<file path="config.mk">
export PLATFORM = sky130hd
export DESIGN_NAME = vga_rom_bitmap_pipe
export DESIGN_NICKNAME = d
export VERILOG_FILES = /design/src/rtl/vga_timing_pkg.sv /design/src/rtl/vga_pipe_delay.sv /design/src/rtl/vga_rom_bitmap_pipe.sv
export SDC_FILE = /design/constraint.sdc
export NUM_CORES = 1
export LEC_CHECK = 0
export ABC_AREA = 1
export ABC_CLOCK_PERIOD_IN_PS = 3900
export CORE_AREA = 2 2 69 71
export DETAILED_ROUTE_END_ITERATION = 16
export DIE_AREA = 0 0 71 73
export PLACE_DENSITY_LB_ADDON = 0.2
export SLEW_MARGIN = 20
export SYNTH_ARGS = -nofsm -noshare
export SYNTH_HDL_FRONTEND = slang
export SYNTH_SLANG_ARGS = --single-unit
</file>
<file path="constraint.sdc">
create_clock -name clk -period 3.9 [get_ports clk]
set_clock_uncertainty 0.2 [all_clocks]
set_input_delay 0.39 -clock clk [delete_from_list [all_inputs] [get_ports clk]]
set_output_delay 0.39 -clock clk [all_outputs]
set_load 0.01 [all_outputs]
</file>
<file path="src/rtl/vga_timing_pkg.sv">
// Shared VGA timing defaults, pipeline constants and stage bundles.
// Used by vga_rom_bitmap_pipe and vga_pipe_delay.
package vga_timing_pkg;

    localparam int CNT_W        = 11;
    localparam int H_START_DEF  = 216;
    localparam int V_START_DEF  = 27;
    localparam int VGA_PIPE_LAT = 3;

    localparam logic [2:0] RGB_BLACK = 3'b000;
    localparam logic [2:0] RGB_WHITE = 3'b111;

    // Window-qualified pixel coordinate plus side-band, as captured in S1.
    typedef struct packed {
        logic             valid;
        logic             en;
        logic             inv;
        logic [CNT_W-1:0] x;
        logic [CNT_W-1:0] y;
    } s1_t;

    // Half-open span test (lo, hi] used for both window axes.
    function automatic logic in_span(
        input logic [CNT_W-1:0] v,
        input logic [CNT_W-1:0] lo,
        input logic [CNT_W-1:0] hi
    );
        return (v > lo) && (v <= hi);
    endfunction

endpackage

</file>
<file path="src/rtl/vga_pipe_delay.sv">
// Resettable fixed-depth shift register used to keep syncs and
// pixel side-band aligned with the ROM read path.
module vga_pipe_delay #(
    parameter int               WIDTH   = 1,
    parameter int               DEPTH   = 3,
    parameter logic [WIDTH-1:0] RST_VAL = '0
) (
    input  logic             clk,
    input  logic             rst_n,
    input  logic [WIDTH-1:0] d,
    output logic [WIDTH-1:0] q
);

    logic [WIDTH-1:0] sr [DEPTH];

    // Shift one stage per clock; reset loads every stage with RST_VAL.
    always_ff @(posedge clk or negedge rst_n) begin
        if (!rst_n) begin
            for (int i = 0; i < DEPTH; i++) sr[i] <= RST_VAL;
        end else begin
            sr[0] <= d;
            for (int i = 1; i < DEPTH; i++) sr[i] <= sr[i-1];
        end
    end

    assign q = sr[DEPTH-1];

endmodule

</file>
<file path="src/rtl/vga_rom_bitmap_pipe.sv">
// Pipelined 1bpp bitmap renderer: counters -> ROM address -> rgb, syncs re-timed.
// Optional macro VGA_BITMAP_SCALE2X_EN enables 2x2 pixel replication.
module vga_rom_bitmap_pipe
    import vga_timing_pkg::*;
#(
    parameter int         IMG_W   = 128,
    parameter int         IMG_H   = 128,
    parameter int         H_START = H_START_DEF,
    parameter int         V_START = V_START_DEF,
    parameter int         X_OFF   = 0,
    parameter int         Y_OFF   = 0,
    parameter int         ADDR_W  = 11,
    parameter logic [2:0] FG_RGB  = RGB_WHITE,
    parameter logic [2:0] BG_RGB  = RGB_BLACK
) (
    input  logic              clk,
    input  logic              rst_n,
    input  logic [10:0]       c1,
    input  logic [10:0]       c2,
    input  logic              hsync_in,
    input  logic              vsync_in,
    input  logic              disp_en,
    input  logic              invert,
    output logic [ADDR_W-1:0] rom_addr,
    input  logic [7:0]        rom_data,
    output logic [2:0]        rgb,
    output logic              hsync_out,
    output logic              vsync_out
);

`ifdef VGA_BITMAP_SCALE2X_EN
    localparam int SCALE_SH = 1;
`else
    localparam int SCALE_SH = 0;
`endif

    localparam int W_DISP = IMG_W << SCALE_SH;
    localparam int H_DISP = IMG_H << SCALE_SH;

    localparam logic [CNT_W-1:0] H_LO = CNT_W'(H_START + X_OFF);
    localparam logic [CNT_W-1:0] H_HI = CNT_W'(H_START + X_OFF + W_DISP);
    localparam logic [CNT_W-1:0] V_LO = CNT_W'(V_START + Y_OFF);
    localparam logic [CNT_W-1:0] V_HI = CNT_W'(V_START + Y_OFF + H_DISP);

    localparam logic [31:0] BPR = 32'(IMG_W / 8);

    s1_t              s1_nxt;
    s1_t              s1;
    logic [1:0]       sync1;
    logic [CNT_W-1:0] dx;
    logic [CNT_W-1:0] dy;
    logic             in_win;

    logic [5:0]       side_d;
    logic [5:0]       side3;
    logic             valid3;
    logic             en3;
    logic             inv3;
    logic [2:0]       idx3;
    logic [1:0]       sync_q;
    logic             pix;

    assign dx     = c1 - H_LO - 11'd1;
    assign dy     = c2 - V_LO - 11'd1;
    assign in_win = in_span(c1, H_LO, H_HI) && in_span(c2, V_LO, V_HI);

    // S1 next-state: window test and bitmap coordinates (zero outside).
    always_comb begin
        s1_nxt       = '0;
        s1_nxt.valid = in_win;
        s1_nxt.en    = disp_en;
        s1_nxt.inv   = invert;
        if (in_win) begin
            s1_nxt.x = dx >> SCALE_SH;
            s1_nxt.y = dy >> SCALE_SH;
        end
    end

    // S1: capture window-qualified coordinates and raw syncs.
    always_ff @(posedge clk or negedge rst_n) begin
        if (!rst_n) begin
            s1    <= '0;
            sync1 <= 2'b11;
        end else begin
            s1    <= s1_nxt;
            sync1 <= {hsync_in, vsync_in};
        end
    end

    // S2: byte address into the row-major 1bpp ROM.
    always_ff @(posedge clk or negedge rst_n) begin
        if (!rst_n) begin
            rom_addr <= '0;
        end else begin
            rom_addr <= ADDR_W'(32'(s1.y) * BPR + 32'(s1.x >> 3));
        end
    end

    assign side_d = {s1.valid, s1.en, s1.inv, s1.x[2:0]};

    // Side-band rides S2 and S3 so it meets rom_data at S4.
    vga_pipe_delay #(
        .WIDTH  (6),
        .DEPTH  (2),
        .RST_VAL(6'b0)
    ) u_side_dly (
        .clk  (clk),
        .rst_n(rst_n),
        .d    (side_d),
        .q    (side3)
    );

    assign {valid3, en3, inv3, idx3} = side3;

    // Syncs follow S1 through three more stages to land with rgb.
    vga_pipe_delay #(
        .WIDTH  (2),
        .DEPTH  (VGA_PIPE_LAT),
        .RST_VAL(2'b11)
    ) u_sync_dly (
        .clk  (clk),
        .rst_n(rst_n),
        .d    (sync1),
        .q    (sync_q)
    );

    assign hsync_out = sync_q[1];
    assign vsync_out = sync_q[0];

    // LSB of each byte is the leftmost pixel of its 8-pixel group.
    assign pix = rom_data[idx3];

    // S4: colour select; blanked outside the window or when disabled.
    always_ff @(posedge clk or negedge rst_n) begin
        if (!rst_n) begin
            rgb <= RGB_BLACK;
        end else if (!valid3 || !en3) begin
            rgb <= RGB_BLACK;
        end else if (pix ^ inv3) begin
            rgb <= FG_RGB;
        end else begin
            rgb <= BG_RGB;
        end
    end

endmodule

</file>
==> results by group, run 1 <==
Logic synthesis
  – Synth Area in Simple Gates: roughly a fifth
  – Mapped Avg Cell Area: between 9 and 10 um^2
  – Post-synthesis instance total: between 200 and 250
  – XOR/XNOR Fraction of Synth Area: 5.43%
  – Most common cell in the netlist: nand2_1
  – Post-synthesis compound-gate area fraction: 3.10%
  – Post-synth top area share: between 40 and 50%
  – Synth Cell Area: approximately 2300 um^2
  – Ys flop type: dfrtp_1
  – #FFs+latches synth: between 50 and 60
  – Asr flop ratio synth: between 90% and 100%
  – Mux cell area share after synthesis: 0%
  – Number of synthesized flops with an enable pin: 0
  – Yosys cell types: 22
  – Main combinational cell family by area after synthesis: simple AND/OR/NAND/NOR gates
  – Sequential fraction of the synthesis area: approximately three fifths
  – Ranking of synthesized cells by area: dfrtp_1, dfstp_2, nand2_1
  – Post-Synth Adder-Cell Area: under 10%
  – Synthesized net count: between 200 and 300
  – Post-synth top cells: nand2_1, dfrtp_1, nor2_1
  – Synthesis warning total: 0
  – Most area-hungry cell type in the Yosys netlist: dfrtp_1

Global route
  – Number of global-route vias before repair: ~1400
  – GR Util All Layers: between 10% and 20%
  – Largest net degree at the start of global routing: 33
  – GR Overflow Total: 0
  – First-pass GRT wire length: between 5000 and 6000 um
  – Initial antenna violation count: 0

STA
  – Setup Total Neg Slack: 0 ns
  – Least-Margin Pin Slew: about 0.44 ns
  – Max_slew headroom: 70.9%
  – Setup violators final: 0
  – Period minus WS final: 1.94 ns
  – WHS: approximately 0.14 ns
  – Final hold vios: 0
  – Final period util: 49.7%
  – RSZ-0062 raised after global routing: no
  – Fmax: 0.516 GHz
  – Final Max Tran Viols: 0

Layout
  – Final cell area excluding filler cells: 2920 um^2
  – Fraction of layout cells with a size suffix above 1: 7.93%
  – Post-layout utilization of the core: between 60 and 70%
  – Filler cells: approximately 370
  – Ant diodes: 0
  – Fin nets: between 300 and 400
  – Area Growth Syn to Fin: 29.3%

Hold path
  – Hold Crit Class: reg2reg
  – Hold path depth: 0

Floorplan
  – Die Y: ~73 um
  – Initial Util: 49.8%
  – Core area: approximately 4500 um^2
  – Std cell rows: 25
  – I/O pins: 52
  – Die W: between 70 and 80 um
  – Overall die area: ~5200 um^2

Setup path
  – CP arrival: approximately 1.4 ns
  – CP Launch Type: flip-flop
  – Critical Path RT: between 3 and 4 ns
  – Critical path peak fanout: 1
  – Delay-heaviest family, CP: flip-flops
  – Crit-path cells: clkdlybuf4s50_1
  – WP buf/inv: 1
  – Critical path type: reg2out
  – CP max-delay cell: dfstp_2
  – R2R cell count: 6
  – Critical path's largest stage delay: between 0.5 and 0.6 ns
  – Number of stages on the worst setup path: 1
  – CP endpoint kind: primary output

Power
  – Static Leakage: around 1.5 nW
  – Pwr Density: about 340 nW/um^2
  – Maximum vdd drop: roughly 0.18 mV

Outcome
  – Status: finished, final reports clean

Clock network
  – CTS buffer count: 5
  – H-tree depth: 2
  – Bufs on Longest Clock Path: 2
  – Clock root cell: clkbuf_8
  – Clk sink count: 53
  – Clk_lat worst skew: about 0.30 ns
  – Worst-path clk slew: approximately 0.1 ns
  – CTS tree: built

Detailed routing
  – Final wirelength: between 3000 and 4000 um
  – Vias: roughly 1600
  – Routed WL per cell: roughly 9.8 um
  – DRT Pass-1 Iters: 4
  – DRT iter0 DRCs: ~100
  – Antenna Nets Post-Route: 0
  – Via-to-Cell Ratio: between 4 and 5
  – Residual DRC: 0

Placed design
  – Placed inst area: 2810 um^2
  – Gp weighted congestion: approximately 0.84
  – HPWL after DPL: around 2600 um
  – IO Port Bufs: just over 50

Job
  – Number of max-cap violations: 0
==> kinds of logic after synthesis <==
group	after synthesis
compound gates	13
xor+xnor	14
fa+ha+maj	9
buf+inv	34
flops	53
simple gates	109
==> routing by layer <==
| layer | global-route usage (%) | part of all wire [%] | wire (um) | vias up |
|---|---|---|---|---|
| li1 | - | - | - | 823 |
| met1 | 17.2 | 44 | 1490 | 700 |
| met2 | 24.4 | 50 | 1690 | 37 |
| met3 | 3.87 | 4.6 | 156 | 4 |
| met4 | 5.66 | 0.98 | 33 | 0 |
| met5 | 0 | 0 | 0 | - |
==> worst paths after layout <==
check | end | slack (ns) | start
hold / removal | u_side_dly.q[0] | 0.14 | u_side_dly.sr[6]
setup reg to reg | rom_addr[10] | 2.22 | s1[0]
hold reg to reg | u_side_dly.q[0] | 0.14 | u_side_dly.sr[6]
setup / recovery | vsync_out | 1.96 | u_sync_dly.q[0]
min in group asynchronous | s1[23] | 0.37 | rst_n
max in group asynchronous | rom_addr[4] | 2.39 | rst_n
==> cells in the final DEF (no fill, tap or decap), types with 2 or more instances in the layout <==
cell	n
xor2_1	10
clkdlybuf4s50_1	50
inv_1	31
nand3b_1	2
nand2_1	47
clkbuf_8	5
nand2_2	2
nor2_1	36
xnor2_1	4
dfrtp_1	45
nand4_1	2
a21oi_1	6
ha_1	8
dfstp_2	8
o21ai_0	5
nand3_1	17
==> sequential cells by signal, indices dropped and copies added, names as in the netlist <==
signal and flops:
u_sync_dly.q 2, u_side_dly.sr 6, s1 21, u_sync_dly.sr 4
rgb 1, u_side_dly.q 6, rom_addr 11, sync1 2
==> repair_timing <==
item / 4_1_cts / 5_1_grt
hold buffers: 1 / 0
buffers inserted: 0 / 0
hold endpoints to repair: 13 / 0
gates resized for setup: 0 / 0
==> power breakdown <==
| group | internal [W] | leakage [nW] | switching (W) |
|---|---|---|---|
| Clock | 0.000134 | 0.0506 | 0.000182 |
| Combinational | 0.0000516 | 0.764 | 0.0000490 |
| Sequential | 0.000561 | 0.699 | 0.00000240 |
==> through the flow <==
step	total power [W]	cells	setup WS [ns]
finish	0.000980	344	1.96
global route	0.00103	344	1.88
CTS	0.000995	344	1.94
detailed placement	0.000675	335	1.68
global placement	0.000673	335	1.67
floorplan	0.000614	232	2.30
==> cell type report <==
type,instances,area (um^2),share of cell area (%)
Tap cell,54,67.6,2.31
Clock inverter,3,28.8,0.986
Clock buffer,5,68.8,2.36
Multi-Input combinational cell,145,778,26.7
Timing Repair Buffer,53,523,17.9
Sequential cell,53,1340,45.8
Inverter,31,116,3.99
No activity file was read; power rests on OpenSTA's default activity.
==> run 2, diff against run 1 <==
Settings changed: ABC_CLOCK_PERIOD_IN_PS 3900 to 1700, CORE_AREA 2 2 69 71 to 2 2 75 77, DIE_AREA 0 0 71 73 to 0 0 77 79.
Clock period 3.9 ns to 1.7 ns, I/O delays scaled along.
==> run 2 against run 1 <==
Sequential share of layout area decreased by 4.1 points. Wire length increased by 14%. Largest power group unchanged. Worst setup slack got worse by 1.9 ns.
==> results by group, run 2 (synthesized netlist as in run 1, its figures left out) <==
Setup path
  – Critical path peak fanout: 2
  – R2R cell count: 5
  – CP Launch Type: flip-flop
  – CP arrival: 1.57 ns
  – Critical path type: reg2reg
  – Critical Path RT: 1.68 ns
  – CP endpoint kind: flip-flop

Hold path
  – Hold path depth: 1
  – Hold Crit Class: in2reg

Floorplan
  – Core area: 5340 um^2
  – Die Y: roughly 80 um
  – Die W: 77 um
  – I/O pins: 52
  – Initial Util: roughly 42%
  – Overall die area: slightly above 6000 um^2
  – Std cell rows: 27

Layout
  – Regs by FF count: s1 x21, rom_addr x11
  – Biggest register: s1
  – Fin nets: 361
  – Fraction of layout cells with a size suffix above 1: a little under a fifth
  – Post-layout utilization of the core: about three fifths
  – Ant diodes: 0
  – Commonest non-fill, non-tap cell in the layout: clkdlybuf4s50_1
  – Area Growth Syn to Fin: 41.9%
  – Max FFs per register: 21
  – Most frequent cells in the layout: clkdlybuf4s50_1, nand2_1, dfrtp_1
  – Filler cells: around 470

Clock network
  – Bufs on Longest Clock Path: 2
  – Clock root cell: clkbuf_8
  – CTS buffer count: 5
  – Clk_lat worst skew: about 0.30 ns
  – Clk sink count: 53
  – Worst-path clk slew: approximately 0.090 ns
  – CTS tree: built
  – Post-CTS Setup Repair Bufs: 0
  – H-tree depth: 2

Detailed routing
  – Via-to-Cell Ratio: roughly 4.4
  – DRT Pass-1 Iters: 4
  – Routed WL per cell: 9.90 um
  – Antenna Nets Post-Route: 0
  – Vias: 1694
  – Residual DRC: 0
  – Final wirelength: 3850 um
  – DRT iter0 DRCs: 51

Global route
  – GR Util All Layers: approximately 14%
  – Grt peak-use layer: met2
  – Grt met1 use: ~16%
  – GR Overflow Total: 0
  – Global routing usage on met2: 24.6%
  – First-pass GRT wire length: 6710 um
  – Largest net degree at the start of global routing: 34
  – Number of global-route vias before repair: about 1600
  – Initial antenna violation count: 0
  – Met3 Usage GRT: between 2 and 3%

STA
  – Setup violators final: 0
  – Worst Slack Setup Final: 0.105 ns
  – Fmax: approximately 0.63 GHz
  – Final hold vios: 0
  – Final period util: between 90% and 100%
  – Final Max Tran Viols: 0
  – Period minus WS final: around 1.6 ns
  – Max_slew headroom: 68.1%
  – Least-Margin Pin Slew: 0.479 ns
  – WHS: about 0.068 ns
  – RSZ-0062 raised after global routing: no

Placed design
  – IO Port Bufs: a little over 50
  – Dpl ws: -0.262 ns
  – Gp weighted congestion: roughly 0.90
  – HPWL after DPL: a little under 3000 um

Job
  – Number of max-cap violations: 0

Power
  – Pwr Density: just over 700 nW/um^2
  – Static Leakage: about 1.6 nW
  – Maximum vdd drop: approximately 0.31 mV

Outcome
  – Status: finished, final reports clean
-- run 2: cell types whose count changed in the layout (fill, tap and decap cells not counted), moves of 2 or more --
cell             previous run  this run
buf_4                       1        25
clkdlybuf4s50_1            50        48
dlygate4sd2_1               0         2
nand2_1                    47        45
nand3_4                     1         3
nand3_2                     0         2
nand3_1                    17        15
-- run 2: timing repair --
action | CTS | global route
gates cloned | 0 | 2
hold buffers | 1 | 0
endpoints found under the setup margin | 3 | 20
resized for setup | 3 | 10
endpoints found under the hold margin | 37 | 0
-- run 2: cell type report --
cell class / count / area, um^2 / share of cell area, %
Inverter: 31 / 116 / 3.63
Clock buffer: 6 / 82.6 / 2.58
Timing Repair Buffer: 78 / 721 / 22.5
Sequential cell: 53 / 1340 / 41.7
Clock inverter: 2 / 16.3 / 0.508
Tap cell: 72 / 90.1 / 2.81
Multi-Input combinational cell: 147 / 841 / 26.3
-- run 2: worst max-delay path: stages (launching register included) --
cell and delay, ns:
dfrtp_1 0.39, ha_2 0.19, fa_2 0.34, nand3_1 0.10, nand3_2 0.10, xor2_1 0.15
-- run 2: metal layers --
layer	routed length, um	vias up
li1	-	881
met1	1670	762
met2	1930	45
met3	180	6
met4	72	0
met5	0	-
-- run 2: path summary, 6_finish.rpt --
| path | start | end | slack (ns) |
|---|---|---|---|
| setup / recovery | s1[18] | rom_addr[8] | 0.10 |
| hold / removal | hsync_in | sync1[1] | 0.07 |
| setup reg to reg | s1[18] | rom_addr[8] | 0.10 |
| hold reg to reg | s1[12] | u_side_dly.sr[7] | 0.15 |
| max in group asynchronous | rst_n | rom_addr[5] | 0.61 |
| min in group asynchronous | rst_n | s1[17] | 0.16 |
-- run 2: stage by stage --
step	area [um^2]	instances	total power, W	setup TNS, ns
after global placement	3030	378	0.00159	-3.82
after global routing	3200	389	0.00241	0
after detailed placement	3030	378	0.00159	-4.19
after CTS	3140	387	0.00232	0
after floorplan	2260	232	0.00141	0
final	3200	389	0.00229	0
-- run 2: power breakdown --
group | total (W) | internal (W) | switching, W
sequential | 0.00129 | 0.00129 | 0.00000539
combinational | 0.000280 | 0.000154 | 0.000127
clock | 0.000719 | 0.000335 | 0.000384
